### src/rtl/nested_if_decoder.sv
// Serial line-symbol decoder: assembles MSB-first bit symbols into WIDTH-bit words
// and holds each word until the consumer handshakes. It also flags illegal symbols and dropped bits.
module nested_if_decoder #(
    parameter int WIDTH = 8,
    parameter int ERRW  = 4
) (
    input  logic             clock,
    input  logic             reset,
    input  logic [1:0]       b,
    output logic [WIDTH-1:0] data,
    output logic             valid,
    input  logic             ready,
    output logic             err,
    output logic             overrun,
    output logic [ERRW-1:0]  err_count
);

    localparam int CW = $clog2(WIDTH + 1);
    localparam logic [CW-1:0] LAST = CW'(WIDTH - 1);
    localparam logic [CW-1:0] FULL = CW'(WIDTH);

    typedef enum logic [1:0] {IDLE, SHIFT, HOLD} state_t;

    state_t           state;
    logic [WIDTH-1:0] sreg;
    logic [CW-1:0]    cnt;

    logic is_bit;
    logic is_illegal;
    logic bit_val;

    assign is_bit     = b[1];
    assign is_illegal = (b == 2'd1);
    assign bit_val    = b[1] & ~b[0];

    function automatic logic [ERRW-1:0] sat_inc(input logic [ERRW-1:0] v);
        return (&v) ? v : v + 1'b1;
    endfunction

    always_ff @(posedge clock) begin
        if (!reset) begin
            state     <= IDLE;
            sreg      <= '0;
            cnt       <= '0;
            data      <= '0;
            valid     <= 1'b0;
            err       <= 1'b0;
            overrun   <= 1'b0;
            err_count <= '0;
        end else begin
            err     <= is_illegal;
            overrun <= 1'b0;
            if (is_illegal)
                err_count <= sat_inc(err_count);

            case (state)
                IDLE: begin
                    if (is_bit) begin
                        sreg  <= {{(WIDTH-1){1'b0}}, bit_val};
                        cnt   <= CW'(1);
                        state <= SHIFT;
                    end
                end
                SHIFT: begin
                    if (is_bit) begin
                        if (cnt == LAST) begin
                            data  <= {sreg[WIDTH-2:0], bit_val};
                            valid <= 1'b1;
                            cnt   <= FULL;
                            state <= HOLD;
                        end else begin
                            sreg <= {sreg[WIDTH-2:0], bit_val};
                            cnt  <= cnt + 1'b1;
                        end
                    end else begin
                        // Idle aborts and illegal symbols both drop the partial word silently.
                        sreg  <= '0;
                        cnt   <= '0;
                        state <= IDLE;
                    end
                end
                HOLD: begin
                    if (ready) begin
                        valid <= 1'b0;
                        if (is_bit) begin
                            sreg  <= {{(WIDTH-1){1'b0}}, bit_val};
                            cnt   <= CW'(1);
                            state <= SHIFT;
                        end else begin
                            sreg  <= '0;
                            cnt   <= '0;
                            state <= IDLE;
                        end
                    end else if (is_bit) begin
                        overrun <= 1'b1;
                    end
                end
                default: begin
                    state <= IDLE;
                    valid <= 1'b0;
                    cnt   <= '0;
                end
            endcase
        end
    end

endmodule

### config.mk
export PLATFORM = sky130hd
export DESIGN_NAME = nested_if_decoder
export DESIGN_NICKNAME = d
export VERILOG_FILES = /design/src/rtl/nested_if_decoder.sv
export SDC_FILE = /design/constraint.sdc
export NUM_CORES = 1
export LEC_CHECK = 0
export CAP_MARGIN = 40
export CORE_AREA = 10 10 60 62
export CTS_CLUSTER_SIZE = 16
export DETAILED_ROUTE_END_ITERATION = 8
export DIE_AREA = 0 0 70 72
export GPL_TIMING_DRIVEN = 0
export PLACE_DENSITY = 0.75
export SLEW_MARGIN = 30
export SYNTH_ARGS = -nofsm -noshare
export SYNTH_HDL_FRONTEND = slang
export SYNTH_SLANG_ARGS = --single-unit
### constraint.sdc
create_clock -name clock -period 3 [get_ports clock]
set_input_delay 0.75 -clock clock [delete_from_list [all_inputs] [get_ports clock]]
set_output_delay 0.75 -clock clock [all_outputs]
set_load 0.03 [all_outputs]
==> summary.md, run 1 <==
| Metric | Value |
|---|---|
| H-tree levels | `1` |
| Critical path's top delay family | `buffers and inverters` |
| Max FO, Critical Path | `4` |
| Post-CTS Repair Setup Buffers | `0` |
| Residual DRC | `0` |
| Least-Margin Pin Slew | `around 0.54 ns` |
| Final setup violation count | `0` |
| IO buf count | `19` |
| Initial Util | `52.4%` |
| Maximum clock rate | `454 MHz` |
| Mapped Area | `1270 µm²` |
| Post-Syn Nets | `155` |
| Leakage | `0.566 nW` |
| Cts hold-fix bufs | `0` |
| CP max stage cell | `clkdlybuf4s50_1` |
| Syn_area_per_cell | `8.85 µm²` |
| Die Height | `roughly 72 µm` |
| First-pass GRT wire length | `4710 µm` |
| Ports | `20` |
| Crit path DAT | `1.45 ns` |
| Pwr dens | `450 nW/µm²` |
| CTS tree | `built` |
| Die Width | `70 µm` |
| Worst Hold Class | `reg -> reg` |
| CP bufs+invs | `1` |
| Most common cell after layout, fill and taps aside | `nand2_1` |
| Overflow after GRT | `0` |
| Max-cap viol count | `0` |
| GP Congestion | `roughly 0.87` |
| Clock latency at the later pin of the worst-skew pair | `around 0.32 ns` |
| Most frequent cells in the layout | `nand2_1 (32), dfxtp_1 (28), clkdlybuf4s50_1 (19)` |
| Initial antenna violation count | `0` |
| CTS Root Cell | `clkbuf_4` |
| Longest Clk Path Bufs | `2` |
| Tmin final | `2.20 ns` |
| Slew margin rel. | `63.7%` |
| Worst ir drop on vdd | `0.276 mV` |
| Final Max Slew Viols | `0` |
| CTS Buf Count | `3` |
| Synth cell types | `33` |
| Core area | `2430 µm²` |
| N_diodes | `0` |
| Syn Inst Count | `144` |
| Fin nets | `~180` |
| WHS | `0.463 ns` |
| Share of cells above drive strength 1 | `6.59%` |
| Status | `finished clean` |
| Final Routed Wirelength | `roughly 2700 µm` |
| WL/cell | `13.5 µm` |
| Post-synthesis sequential area ratio | `44.0%` |
| Vias in the first global route | `between 1000 and 1500` |
| Flop and latch count out of synthesis | `28` |
| Crit path cell chain | `clkdlybuf4s50_1` |
| Critical path class | `reg -> out` |
| DR vias | `between 1000 and 1500` |
| Post-detail-place hpwl | `2040 µm` |
| Via density | `about 5.3` |
| Placement Rows | `18` |
| CTS clk-pin slew, worst paths | `0.15 ns` |
| CP max stage delay | `0.71 ns` |
| DR iter-0 viols | `61` |
| Yosys warning total | `0` |
| Fillers | `200` |
| Unrepaired setup endpoints after global routing | `false` |
| Clock sink count | `28` |
| Fin crit share | `73.4%` |
| Die area | `around 5000 µm²` |
| Setup TNS | `0 ns` |
| Antenna Nets Post-Route | `0` |
| Crit end category | `primary output` |
| Area growth syn-to-layout | `22.0%` |
| Drt pass-1 iters | `4` |
| Startpoint types | `register` |
| Post_cts resized | `0` |
| Max Clock Skew | `0.00212 ns` |
| Largest net degree at the start of global routing | `17` |
| Tot GR Track Use | `11.0%` |
| Worst Path Required | `around 2.3 ns` |
| Final hold violations | `0` |
synthesized netlist by cell type (all sizes together):
cell type / count / area [µm²]
a211oi: 2 / 15.0
a21oi: 17 / 96.4
a32o: 2 / 20.0
a41oi: 1 / 8.76
and2: 1 / 6.26
and2b: 1 / 7.51
and3: 1 / 6.26
and3b: 1 / 8.76
and4b: 1 / 10.0
buf: 1 / 7.51
clkbuf: 4 / 16.3
dfxtp: 28 / 561
ha: 6 / 75.1
inv: 5 / 18.8
mux2i: 8 / 80.1
nand2: 32 / 120
nand2b: 1 / 6.26
nand3: 6 / 42.5
nand4b: 1 / 8.76
nor2: 6 / 22.5
nor2b: 2 / 12.5
nor3: 6 / 30.0
nor4b: 1 / 8.76
o21ai: 4 / 20.0
o311ai: 1 / 26.3
or2: 1 / 6.26
or3: 1 / 6.26
or3b: 1 / 8.76
xor2: 2 / 17.5
power by group:
part / switching, W / internal (W) / total [W] / leakage, nW
clock: 0.000111 / 0.000135 / 0.000246 / 0.0279
combinational: 0.0000423 / 0.0000282 / 0.0000706 / 0.311
sequential: 0.00000535 / 0.000378 / 0.000383 / 0.226
total: 0.000159 / 0.000541 / 0.000700 / 0.566
state kept, by name (all words and copies together), names as in the netlist:
register	cells
sreg	7
state	2
valid	1
err_count	4
err	1
data	8
overrun	1
cnt	4
per-stage QoR:
stage	instance area [µm²]	std cells	setup slack (ns)	utilization, %	power [W]
2_1_floorplan	1270	144	1.41	-	0.000438
3_3_place_gp	1500	193	0.659	61.7	0.000460
3_5_place_dp	1500	193	0.621	61.7	0.000461
4_1_cts	1550	197	0.781	63.9	0.000707
5_1_grt	1550	197	0.699	63.9	0.000730
6_report	1550	197	0.799	63.9	0.000700
path summary, 6_finish.rpt:
path                            cells after the start  slack [ns]          from      endpoint
worst max register to register                      6        1.26      state[0]       sreg[3]
worst min-delay path                                2        0.46       data[6]       data[6]
worst max-delay path                                1        0.80  err_count[0]  err_count[0]
worst min register to register                      2        0.46       data[6]       data[6]
final cells by class:
cell class	instances	area, µm²	share of cell area [%]
multi-input combinational	106	671	43.2
sequential	28	561	36.1
timing repair buffer	19	190	12.2
tap	30	37.5	2.42
clock inverter	1	30.0	1.93
buffer	5	23.8	1.53
clock buffer	3	22.5	1.45
inverter	5	18.8	1.21
routing by layer:
layer / global-route usage, % / up-vias / part of all wire, %
li1: - / 540 / -
met1: 12.7 / 482 / 43
met2: 18.3 / 23 / 49
met3: 2.99 / 6 / 5.8
met4: 5.70 / 0 / 2.0
met5: 0 / - / 0
cells by family after synthesis:
group / count (synthesis) / synth area share, %
buffers and inverters: 10 / 3.34
multiplexers: 8 / 6.29
AO/OA/AOI/OAI: 27 / 14.6
AND/OR/NAND/NOR: 63 / 24.5
adder cells (fa/ha/maj): 6 / 5.89
XOR/XNOR: 2 / 1.38
flip-flops: 28 / 44.0
(Power assumes the default switching activity.)
==> inputs of run 2 (changes only) <==
--- a/config.mk
+++ b/config.mk
@@ -6,12 +6,12 @@
 export NUM_CORES = 1
 export LEC_CHECK = 0
 export CAP_MARGIN = 40
-export CORE_AREA = 10 10 60 62
+export CORE_AREA = 10 10 64 66
 export CTS_CLUSTER_SIZE = 16
 export DETAILED_ROUTE_END_ITERATION = 8
-export DIE_AREA = 0 0 70 72
+export DIE_AREA = 0 0 74 76
 export GPL_TIMING_DRIVEN = 0
-export PLACE_DENSITY = 0.75
+export PLACE_DENSITY = 0.68
 export SLEW_MARGIN = 30
 export SYNTH_ARGS = -nofsm -noshare
 export SYNTH_HDL_FRONTEND = slang
==> constraint.sdc (replaced) <==
create_clock -name clock -period 1.89 [get_ports clock]
set_input_delay 0.4725 -clock clock [delete_from_list [all_inputs] [get_ports clock]]
set_output_delay 0.4725 -clock clock [all_outputs]
set_load 0.03 [all_outputs]
==> summary.md, run 2 (same netlist as run 1, synthesis figures left out) <==
| Metric | Value |
|---|---|
| Status | `finished clean` |
| CTS Buf Count | `3 (unchanged)` |
| Worst hold start | `data[5]` |
| Longest Clk Path Bufs | `2 (unchanged)` |
| IO buf count | `19 (unchanged)` |
| Share of cells above drive strength 1 | `7.23% (+0.64 points)` |
| CP bufs+invs | `1 (unchanged)` |
| Core area | `2930 µm² (+20%)` |
| Startpoint types | `register` |
| Placement Rows | `20 (+2)` |
| Die area | `5620 µm² (+12%)` |
| Leakage | `0.629 nW (+11%)` |
| Die Height | `76 µm (+5.6%)` |
| Most common cell after layout, fill and taps aside | `nand2_1` |
| CTS tree | `built` |
| Largest register by flop count | `data` |
| Max Clock Skew | `0.00250 ns (+0.000380 ns)` |
| Max-cap viol count | `0 (unchanged)` |
| CP max stage delay | `0.67 ns (-0.04 ns)` |
| H-tree levels | `1 (unchanged)` |
| Final setup violation count | `0 (unchanged)` |
| Most frequent cells in the layout | `nand2_1 (32), dfxtp_1 (27), a21oi_1 (16)` |
| Final Routed Wirelength | `2690 µm (+0.79%)` |
| Maximum clock rate | `roughly 550 MHz` |
| Antenna Nets Post-Route | `0 (unchanged)` |
| N_diodes | `0 (unchanged)` |
| DP Cell Count | `196 (+1.6%)` |
| Biggest regs | `data x8, sreg x7` |
| Largest net degree at the start of global routing | `15 (-2)` |
| Die Width | `74 µm (+5.7%)` |
| Flop2flop setup slack | `0.16 ns (-1.10 ns)` |
| Hold Crit Endpoint | `data[5]` |
| Clock latency at the later pin of the worst-skew pair | `0.32 ns (about the same)` |
| Post_cts resized | `3 (+3)` |
| DR vias | `1041 (-0.95%)` |
| Post-route insts no fill | `199 (+1.0%)` |
| Vias in the first global route | `1078 (+4.1%)` |
| Via density | `5.23 (-1.9%)` |
| Tot GR Track Use | `10.1% (-0.95 points)` |
| WHS | `0.462 ns (-0.00121 ns)` |
| Area after DPL | `1510 µm² (+0.25%)` |
| Max FO, Critical Path | `2 (-2)` |
| CTS Root Cell | `clkbuf_4` |
| Pwr dens | `624 nW/µm² (+39%)` |
| Critical path class | `reg -> out` |
| Tmin final | `1.82 ns` |
| Crit end category | `primary output` |
| Post-CTS Repair Setup Buffers | `0 (unchanged)` |
| R2R depth | `6 (unchanged)` |
| RR Endpoint | `sreg[3]` |
| Residual DRC | `0 (unchanged)` |
| Fin crit share | `96.3%` |
| Pwr Total | `0.000960 W (+37%)` |
| Slew margin rel. | `64.8% (+1.2 points)` |
| Post-detail-place hpwl | `2070 µm (+1.2%)` |
| Reg2reg start | `state[0]` |
| Drt pass-1 iters | `4 (unchanged)` |
| Fin nets | `179 (unchanged)` |
| Cts hold-fix bufs | `0 (unchanged)` |
| CP max stage cell | `clkdlybuf4s50_1` |
| Crit path DAT | `1.35 ns (-0.10 ns)` |
| Initial antenna violation count | `0 (unchanged)` |
| Crit path cell chain | `clkdlybuf4s50_1` |
| Worst ir drop on vdd | `0.359 mV (+30%)` |
| WL/cell | `13.5 µm (-0.22%)` |
| DR iter-0 viols | `50 (-18%)` |
| Final instance area | `1540 µm² (-1.0%)` |
| Worst Path Required | `1.42 ns (-0.83 ns)` |
| Least-Margin Pin Slew | `0.526 ns (-0.0179 ns)` |
| CTS clk-pin slew, worst paths | `0.14 ns (about the same)` |
| Clock sink count | `28 (unchanged)` |
| Initial Util | `43.5% (-8.9 points)` |
| Critical path's top delay family | `buffers and inverters` |
| GP Congestion | `0.829 (-4.6%)` |
| Fillers | `295 (+48%)` |
| Overflow after GRT | `0 (unchanged)` |
| Final Max Slew Viols | `0 (unchanged)` |
| Area growth syn-to-layout | `20.7%` |
| Worst Hold Class | `reg -> reg` |
| Hold Crit Depth | `2 (unchanged)` |
| Ports | `20 (unchanged)` |
| Final hold violations | `0 (unchanged)` |
| First-pass GRT wire length | `4780 µm (+1.6%)` |
| Largest register FFs | `8 (unchanged)` |
run 2: cell types whose count changed in the layout (fill, tap and decap cells not counted), sizes merged:
cell and delta:
bufinv -1, dlymetal6s2s +4, dlygate4sd2 +3, clkdlybuf4s50 -7
run 2: worst max path at each step:
stage	from	endpoint	cells after the start
detailed placement	reset	err_count[3]	5
floorplan	state[0]	sreg[0]	6
global route	state[0]	cnt[2]	6
CTS	err_count[1]	err_count[1]	1
global placement	reset	err_count[0]	5
finish	data[3]	data[3]	1
run 2: metal layers:
layer / global-route usage, % / share of wire (%) / vias up
met5: 0 / 0 / -
met2: 16.9 / 49 / 19
met3: 2.73 / 4.7 / 2
met1: 11.9 / 45 / 479
li1: - / - / 541
met4: 2.99 / 0.74 / 0
run 2: through the flow:
stage | setup WS (ns) | utilization (%) | TNS (ns)
after floorplan | 0.375 | - | 0
after global placement | -0.206 | 51.4 | -3.11
after detailed placement | -0.213 | 51.4 | -3.59
after CTS | 0.000690 | 52.1 | 0
after global routing | -0.0115 | 52.5 | -0.0115
final | 0.0702 | 52.5 | 0
run 2: area by class of cell:
| type | instances | area (µm²) | share of cell area, % |
|---|---|---|---|
| Buffer | 5 | 23.8 | 1.55 |
| Tap cell | 33 | 41.3 | 2.69 |
| Inverter | 5 | 18.8 | 1.22 |
| Clock buffer | 3 | 22.5 | 1.46 |
| Multi-Input combinational cell | 106 | 673 | 43.8 |
| Sequential cell | 28 | 562 | 36.5 |
| Timing Repair Buffer | 19 | 196 | 12.8 |
run 2: power breakdown:
group	switching [W]	total, W	internal [W]
Combinational	0.0000678	0.000112	0.0000439
Sequential	0.00000865	0.000608	0.000600
Clock	0.000165	0.000240	0.0000746
Total	0.000242	0.000960	0.000718
run 2: worst register-to-register path, cell delays in order, from the launching register on:
cell and delay, ns:
dfxtp_1 0.41, inv_1 0.09, ha_1 0.28, and2b_1 0.23, a21oi_4 0.22, o311ai_4 0.22
mux2i_1 0.17
